### config.mk
export PLATFORM = sky130hd
export DESIGN_NAME = gpio_input_conditioner
export DESIGN_NICKNAME = d
export VERILOG_FILES = /design/src/rtl/gpio_in_pkg.sv /design/src/rtl/gpio_in_filter.sv /design/src/rtl/gpio_input_conditioner.sv
export SDC_FILE = /design/constraint.sdc
export NUM_CORES = 1
export LEC_CHECK = 0
export ABC_CLOCK_PERIOD_IN_PS = 2200
export BUFFER_PORTS_ARGS = -buffer_cell sky130_fd_sc_hd__buf_4
export CAP_MARGIN = 20
export CELL_PAD_IN_SITES_DETAIL_PLACEMENT = 1
export CELL_PAD_IN_SITES_GLOBAL_PLACEMENT = 2
export CORE_MARGIN = 4
export CORE_UTILIZATION = 32
export DETAILED_ROUTE_END_ITERATION = 12
export MAX_ROUTING_LAYER = met4
export PLACE_DENSITY = 0.78
export SLEW_MARGIN = 10
export SYNTH_ARGS = -nofsm -noshare
export SYNTH_HDL_FRONTEND = slang
export SYNTH_SLANG_ARGS = --single-unit
### constraint.sdc
create_clock -name clk -period 2.2 [get_ports clk]
set_input_delay 0 -clock clk [delete_from_list [all_inputs] [get_ports clk]]
set_output_delay 0 -clock clk [all_outputs]
set_load 0.01 [all_outputs]
### src/rtl/gpio_in_pkg.sv
// Shared constants for the GPIO input conditioner:
// register offsets and the peripheral bus command encoding.
package gpio_in_pkg;

    localparam logic [1:0] REG_LEVEL   = 2'b00;
    localparam logic [1:0] REG_PENDING = 2'b01;
    localparam logic [1:0] REG_RISE_EN = 2'b10;
    localparam logic [1:0] REG_FALL_EN = 2'b11;

    typedef enum logic [1:0] {
        CMD_IDLE  = 2'b00,
        CMD_READ  = 2'b01,
        CMD_WRITE = 2'b10,
        CMD_BOTH  = 2'b11
    } bus_cmd_e;

    function automatic bus_cmd_e bus_cmd(input logic rd, input logic wr);
        return bus_cmd_e'({wr, rd});
    endfunction

endpackage

### src/rtl/gpio_in_filter.sv
// One-bit synchroniser and debouncer with single-cycle
// rise/fall pulses aligned to the filtered-level change.
module gpio_in_filter #(
    parameter int SYNC_STAGES    = 2,
    parameter int DEBOUNCE_LIMIT = 4
) (
    input  logic clk,
    input  logic reset,
    input  logic pin,
    output logic level,
    output logic rise,
    output logic fall
);

    localparam logic [7:0] LAST = 8'(DEBOUNCE_LIMIT - 1);

    logic [SYNC_STAGES-1:0] sync;
    logic [7:0]             cnt;
    logic                   f;
    logic                   s;
    logic                   flip;

    assign s    = sync[SYNC_STAGES-1];
    assign flip = (s != f) && (cnt == LAST);

    always_ff @(posedge clk) begin
        if (reset) begin
            sync <= '0;
            cnt  <= '0;
            f    <= 1'b0;
        end else begin
            sync <= {sync[SYNC_STAGES-2:0], pin};
            if (s == f) begin
                cnt <= '0;
            end else if (flip) begin
                f   <= s;
                cnt <= '0;
            end else begin
                cnt <= cnt + 8'd1;
            end
        end
    end

    // Pulses are decoded from the flop state so the pending
    // bit can be set on the same edge that f changes.
    assign level = f;
    assign rise  = flip && s;
    assign fall  = flip && !s;

endmodule

### src/rtl/gpio_input_conditioner.sv
// Memory-mapped pad input conditioner: per-bit filter array,
// edge enables, write-1-to-clear pending bits and level irq.
module gpio_input_conditioner
    import gpio_in_pkg::*;
#(
    parameter int WIDTH          = 8,
    parameter int SYNC_STAGES    = 2,
    parameter int DEBOUNCE_LIMIT = 4
) (
    input  logic             clk,
    input  logic             reset,
    input  logic             read,
    input  logic             write,
    input  logic [31:0]      address,
    input  logic [31:0]      write_data,
    output logic [31:0]      read_data,
    input  logic [WIDTH-1:0] pins_in,
    output logic [WIDTH-1:0] gpios_in,
    output logic             irq
);

    logic [WIDTH-1:0] rise;
    logic [WIDTH-1:0] fall;
    logic [WIDTH-1:0] rise_en;
    logic [WIDTH-1:0] fall_en;
    logic [WIDTH-1:0] pending;
    logic [WIDTH-1:0] set;
    logic [WIDTH-1:0] clr;
    logic [WIDTH-1:0] wdata;
    logic [1:0]       sel;
    bus_cmd_e         cmd;
    logic             rd_en;
    logic             wr_en;
    logic             unused;

    assign cmd   = bus_cmd(read, write);
    assign rd_en = (cmd == CMD_READ) || (cmd == CMD_BOTH);
    assign wr_en = (cmd == CMD_WRITE) || (cmd == CMD_BOTH);
    assign sel   = address[3:2];
    assign wdata = write_data[WIDTH-1:0];

    assign unused = ^{address[31:4], address[1:0],
                      write_data[31:WIDTH]};

    for (genvar i = 0; i < WIDTH; i++) begin : g_filter
        gpio_in_filter #(
            .SYNC_STAGES   (SYNC_STAGES),
            .DEBOUNCE_LIMIT(DEBOUNCE_LIMIT)
        ) u_filter (
            .clk  (clk),
            .reset(reset),
            .pin  (pins_in[i]),
            .level(gpios_in[i]),
            .rise (rise[i]),
            .fall (fall[i])
        );
    end

    assign set = (rise & rise_en) | (fall & fall_en);
    assign clr = (wr_en && sel == REG_PENDING) ? wdata : '0;

    always_ff @(posedge clk) begin
        if (reset) begin
            rise_en <= '0;
            fall_en <= '0;
            pending <= '0;
        end else begin
            if (wr_en && sel == REG_RISE_EN) rise_en <= wdata;
            if (wr_en && sel == REG_FALL_EN) fall_en <= wdata;
            // A capture in the same cycle as its clear wins.
            pending <= (pending & ~clr) | set;
        end
    end

    always_comb begin
        read_data = 32'h0;
        if (rd_en) begin
            unique case (sel)
                REG_LEVEL:   read_data = 32'(gpios_in);
                REG_PENDING: read_data = 32'(pending);
                REG_RISE_EN: read_data = 32'(rise_en);
                REG_FALL_EN: read_data = 32'(fall_en);
                default:     read_data = 32'h0;
            endcase
        end
    end

    assign irq = |pending;

endmodule

==> flow_summary.json, run 1 <==
{
  "rsz0062_at_grt": "false",
  "crit_slowest_cell": "or4b_1",
  "cts_tree": "yes",
  "detailed_place_hpwl_mm": 8.41,
  "drt-total-wl_mm": 11.6,
  "setup_viol": 0,
  "netlist_instances": 547,
  "synth_top_area_cell": "dfxtp_1",
  "ys_types": 35,
  "synth_edf_count": 0,
  "ir_worst_vdd_mv": 0.415,
  "async_flop_share": 0,
  "synthFlopType": "dfxtp_1",
  "clock_latency_ps": 360,
  "crit_chain": "ha_1 -> or4b_1 -> o211ai_1 -> nor2_1",
  "core_area_um2": 15300,
  "port_buffers": 38,
  "pwr_density_cell_nw_per_um2": 653,
  "fin_crit_sh": 0.851,
  "hold_slack_ps": 240,
  "cts.sinks": 112,
  "outcome": "completed",
  "drc_errors": 0,
  "yosysWarnings": 0,
  "grt_pass1_wl_mm": 19.4,
  "die_area_um2": 17800,
  "grt_max_degree": 51,
  "finClkSkew_ps": 6.89,
  "first_global_vias": 4025,
  "netlist_area_um2": 5040,
  "worst_pin_slew_ps": 612,
  "drv_cap": 0,
  "fillers": 1797,
  "final_common_cell": "dfxtp_1",
  "synth-seq-cells": 112,
  "cp_num_buf_inv": 0,
  "viasPerCell": 4.78,
  "ios": 117,
  "critical-path-top-delay-family": "simple AND/OR/NAND/NOR gates",
  "p_leak_uw": 0.00216,
  "crit_arrival_ps": 2100,
  "critical_path_required_ps": 2420,
  "initial_core_util": 0.329,
  "die_h_um": 133,
  "worst-path-max-fanout": 6,
  "clkTransAtPathRegs_ps": 60,
  "synth_top_area_share": 0.445,
  "area_growth_pct": 15.7,
  "drv_slew": 0,
  "holdCritPathClass": "input pin to flip-flop",
  "seq_area_frac_synth": 0.445,
  "drt_iter0_drc": 153,
  "wire_per_inst_um": 14.3,
  "diodes": 0,
  "max_freq_mhz": 534,
  "min_period_ps": 1870,
  "htreeDepth": 3,
  "drtAntennaViolNets": 0,
  "cts.path.max_buffers": 2,
  "drive_gt1_frac": 0.119,
  "antenna_found_initial": 0,
  "routed-via-count": 3866,
  "die_x_um": 133,
  "post_cts_resize_count": 0,
  "grt.overflow.total": 0,
  "final_cell_mix": "112 x dfxtp_1, 54 x nor2_1, 41 x a21oi_1",
  "dr.pass1.iters": 4,
  "cts-root-buf": "clkbuf_16",
  "avgSynthCellArea_um2": 9.21,
  "worstSetupEndpointType": "flip-flop",
  "tns_ps": 0,
  "max_slew_margin": 0.590,
  "critPathKind": "flip-flop to flip-flop",
  "synth_area_leaders": "dfxtp_1 44%, buf_4 4.8%, or3_1 4.1%",
  "crit_path_max_incr_delay_ps": 530,
  "finalHoldViolCount": 0,
  "row_count": 45,
  "finalWeightedCongestion": 0.778,
  "cts_buffers": 9,
  "track_usage": 0.139,
  "finalPower_uw": 3800,
  "nets": 678,
  "startpoint_type": "flip-flop"
}
-- logic make-up after synthesis --
logic type | synth area share
AO/OA/AOI/OAI | 0.112
buffers and inverters | 0.0772
AND/OR/NAND/NOR | 0.223
adder cells (fa/ha/maj) | 0.0199
other | 0.000744
flip-flops | 0.445
XOR/XNOR | 0.0539
multiplexers | 0.0675
-- cells in the mapped netlist, types with 4 or more instances --
| library cell | n |
|---|---|
| mux4_2 | 8 |
| mux2i_1 | 16 |
| buf_4 | 32 |
| o21ai_0 | 38 |
| nor2b_1 | 16 |
| nand3_1 | 30 |
| or3_1 | 33 |
| a211o_1 | 9 |
| nand3b_1 | 18 |
| nand4_1 | 6 |
| xnor2_1 | 9 |
| nor2_1 | 54 |
| dfxtp_1 | 112 |
| o211ai_1 | 4 |
| and2_1 | 8 |
| inv_1 | 29 |
| clkbuf_1 | 8 |
| or3b_2 | 4 |
| a21oi_1 | 41 |
| ha_1 | 8 |
| xor2_1 | 22 |
| nand2_1 | 17 |
-- tightest hold or removal path, stage by stage --
cell and delay (ps):
buf_4 90, inv_1 240, nand2_1 170, nor2_1 40
-- routing by layer --
| layer | global-route usage | vias up | share of wire |
|---|---|---|---|
| li1 | - | 1947 | - |
| met2 | 0.226 | 52 | 0.48 |
| met1 | 0.168 | 1854 | 0.47 |
| met3 | 0.0404 | 13 | 0.035 |
| met5 | - | - | 0 |
| met4 | 0.0423 | 0 | 0.014 |
-- layout make-up --
class | instances | area (um2) | area share
multi-input cells | 387 | 2490 | 0.428
flip-flops and latches | 112 | 2240 | 0.385
repair buffers | 55 | 453 | 0.0777
clock buffers | 15 | 268 | 0.0459
well taps | 211 | 264 | 0.0453
inverters | 29 | 109 | 0.0187
-- per-stage QoR --
stage	utilization	std cells	setup slack, ps	area, um2
after floorplan	-	570	572	5120
after global placement	0.353	778	334	5400
after detailed placement	0.353	778	314	5400
after CTS	0.381	809	291	5830
after global routing	0.381	809	186	5830
final	0.381	809	328	5830
-- worst paths after layout --
path	start	endpoint	slack, ps	depth (start not counted)
setup / recovery	g_filter[5].u_filter.cnt[0]$_SDFF_PP0_	g_filter[5].u_filter.cnt[2]$_SDFF_PP0_	330	4
hold / removal	reset	g_filter[5].u_filter.cnt[4]$_SDFF_PP0_	240	4
hold reg to reg	g_filter[3].u_filter.sync[0]$_SDFF_PP0_	g_filter[3].u_filter.sync[1]$_SDFF_PP0_	440	1
setup reg to reg	g_filter[5].u_filter.cnt[0]$_SDFF_PP0_	g_filter[5].u_filter.cnt[2]$_SDFF_PP0_	330	4
-- registers in the layout, indices dropped and copies added, names as in the netlist --
name                     cells
fall_en                      8
g_filter.u_filter.cnt       64
g_filter.u_filter.level      8
g_filter.u_filter.sync      16
pending                      8
rise_en                      8
-- timing repair --
item / in CTS / in global routing
hold buffers: 16 / 0
setup buffers: 0 / 0
endpoints found under the hold margin: 24 / 0
-- power breakdown --
part	internal, uW	switching [uW]
clock network	827	710
registers	2050	20.5
logic	87.9	105
Power figures use the tool's default switching activity.
==> run 2, diff against run 1 <==
--- a/config.mk
+++ b/config.mk
@@ -10,8 +10,10 @@
 export CAP_MARGIN = 20
 export CELL_PAD_IN_SITES_DETAIL_PLACEMENT = 1
 export CELL_PAD_IN_SITES_GLOBAL_PLACEMENT = 2
+export CORE_ASPECT_RATIO = 1.75
 export CORE_MARGIN = 4
 export CORE_UTILIZATION = 32
+export CTS_BUF_LIST = sky130_fd_sc_hd__clkbuf_16
 export DETAILED_ROUTE_END_ITERATION = 12
 export MAX_ROUTING_LAYER = met4
 export PLACE_DENSITY = 0.78
==> flow_summary.json, run 2 (synthesis results as in run 1) <==
{
  "finClkSkew_ps": 8.45,
  "ios": 117,
  "holdPathStages": 3,
  "dp.cells": 753,
  "finalWeightedCongestion": 0.757,
  "nets": 678,
  "fin_crit_sh": 0.862,
  "p_leak_uw": 0.00219,
  "max_freq_mhz": 527,
  "fin_cells": 783,
  "critical_path_required_ps": 2420,
  "grt.overflow.total": 0,
  "worst-path-max-fanout": 6,
  "post_cts_resize_count": 0,
  "holdCritPathClass": "input pin to flip-flop",
  "area_growth_pct": 16.2,
  "critPathKind": "flip-flop to flip-flop",
  "min_period_ps": 1900,
  "die_area_um2": 17900,
  "postCtsHoldBufs": 16,
  "setup_viol": 0,
  "cts-root-buf": "clkbuf_16",
  "die_x_um": 103,
  "crit_arrival_ps": 2110,
  "drt-total-wl_mm": 11.5,
  "core_area_um2": 15400,
  "drtAntennaViolNets": 0,
  "drc_errors": 0,
  "hold_slack_ps": 249,
  "htreeDepth": 3,
  "largest_register_ffs": 64,
  "row_count": 60,
  "largest_register": "g_filter.u_filter.cnt",
  "detailed_place_hpwl_mm": 8.58,
  "cts_tree": "yes",
  "viasPerCell": 5.00,
  "ir_worst_vdd_mv": 0.357,
  "drive_gt1_frac": 0.121,
  "clkTransAtPathRegs_ps": 70,
  "track_usage": 0.139,
  "drv_slew": 0,
  "cts.path.max_buffers": 2,
  "final_common_cell": "dfxtp_1",
  "outcome": "completed",
  "die_h_um": 174,
  "tns_ps": 0,
  "diodes": 0,
  "hold_path_end": "fall_en[3]$_SDFFE_PP0P_",
  "finalPower_uw": 4070,
  "cts.sinks": 112,
  "port_buffers": 38,
  "final_cell_mix": "112 x dfxtp_1, 54 x nor2_1, 41 x a21oi_1",
  "first_global_vias": 4147,
  "timing.rr.start": "g_filter[5].u_filter.cnt[0]$_SDFF_PP0_",
  "worst_pin_slew_ps": 603,
  "routed-via-count": 3917,
  "drv_cap": 0,
  "clock_latency_ps": 340,
  "max_slew_margin": 0.597,
  "drt_iter0_drc": 108,
  "initial_core_util": 0.327,
  "top_regs": "g_filter.u_filter.cnt x64, g_filter.u_filter.sync x16",
  "holdCritStartpoint": "reset",
  "cts_setup_buffers": 0,
  "wire_per_inst_um": 14.6,
  "antenna_found_initial": 0,
  "r2r_slack_ps": 300,
  "finalHoldViolCount": 0,
  "reg2reg_to": "g_filter[5].u_filter.cnt[2]$_SDFF_PP0_",
  "grt_max_degree": 51,
  "pwr_density_cell_nw_per_um2": 695,
  "grt_pass1_wl_mm": 19.5,
  "cts_buffers": 9,
  "worstSetupEndpointType": "flip-flop",
  "startpoint_type": "flip-flop",
  "rsz0062_at_grt": "false",
  "r2r_cells": 4,
  "dr.pass1.iters": 4
}
==> run 2: cell count changes in the layout (fill, tap and decap cells not counted), sizes merged <==
| cell | change |
|---|---|
| bufinv | +3 |
| clkbuf | -6 |
| clkinv | +2 |
==> run 2: cell type report <==
type | instances | area [um2]
Sequential cell | 112 | 2240
Clock buffer | 9 | 225
Timing Repair Buffer | 55 | 453
Tap cell | 186 | 233
Clock inverter | 5 | 97.6
Multi-Input combinational cell | 387 | 2490
Inverter | 29 | 109
Fill cell | 1799 | 9540
==> run 2: through the flow <==
| stage | instance area [um2] | setup WS, ps | utilization |
|---|---|---|---|
| 5_1_grt | 5850 | 76.3 | 0.380 |
| 3_5_place_dp | 5370 | 280 | 0.349 |
| 4_1_cts | 5850 | 270 | 0.380 |
| 6_report | 5850 | 303 | 0.380 |
| 2_1_floorplan | 5120 | 572 | - |
| 3_3_place_gp | 5370 | 309 | 0.349 |
==> run 2: power breakdown <==
group	total, uW	switching [uW]	internal (uW)
combinational	195	107	88.0
sequential	2080	21.0	2050
clock	1800	707	1090
==> run 2: worst max path at each step <==
| stage | start | endpoint | slack [ps] | cells after the start |
|---|---|---|---|---|
| after floorplan | g_filter[5].u_filter.cnt[0]$_SDFF_PP0_ | g_filter[5].u_filter.cnt[2]$_SDFF_PP0_ | 570 | 4 |
| after global placement | g_filter[5].u_filter.cnt[0]$_SDFF_PP0_ | g_filter[5].u_filter.cnt[2]$_SDFF_PP0_ | 310 | 4 |
| after detailed placement | g_filter[5].u_filter.cnt[0]$_SDFF_PP0_ | g_filter[5].u_filter.cnt[5]$_SDFF_PP0_ | 280 | 4 |
| after CTS | g_filter[5].u_filter.cnt[0]$_SDFF_PP0_ | g_filter[5].u_filter.cnt[2]$_SDFF_PP0_ | 270 | 4 |
| after global routing | g_filter[5].u_filter.cnt[0]$_SDFF_PP0_ | g_filter[5].u_filter.cnt[5]$_SDFF_PP0_ | 80 | 4 |
| final | g_filter[5].u_filter.cnt[0]$_SDFF_PP0_ | g_filter[5].u_filter.cnt[2]$_SDFF_PP0_ | 300 | 4 |
==> run 2: routing by layer <==
metal  vias to the layer above  GRT usage  part of all wire
met4                         0     0.0405             0.013
met2                        58      0.247              0.54
met1                      1898      0.154              0.41
met3                         9     0.0289             0.036
met5                         -          -                 0
li1                       1952          -                 -
==> run 2: worst max-delay path, stage by stage, from the launching register on <==
cell	delay, ps
dfxtp_1	410
ha_1	260
or4b_1	530
o211ai_1	490
nor2_1	90
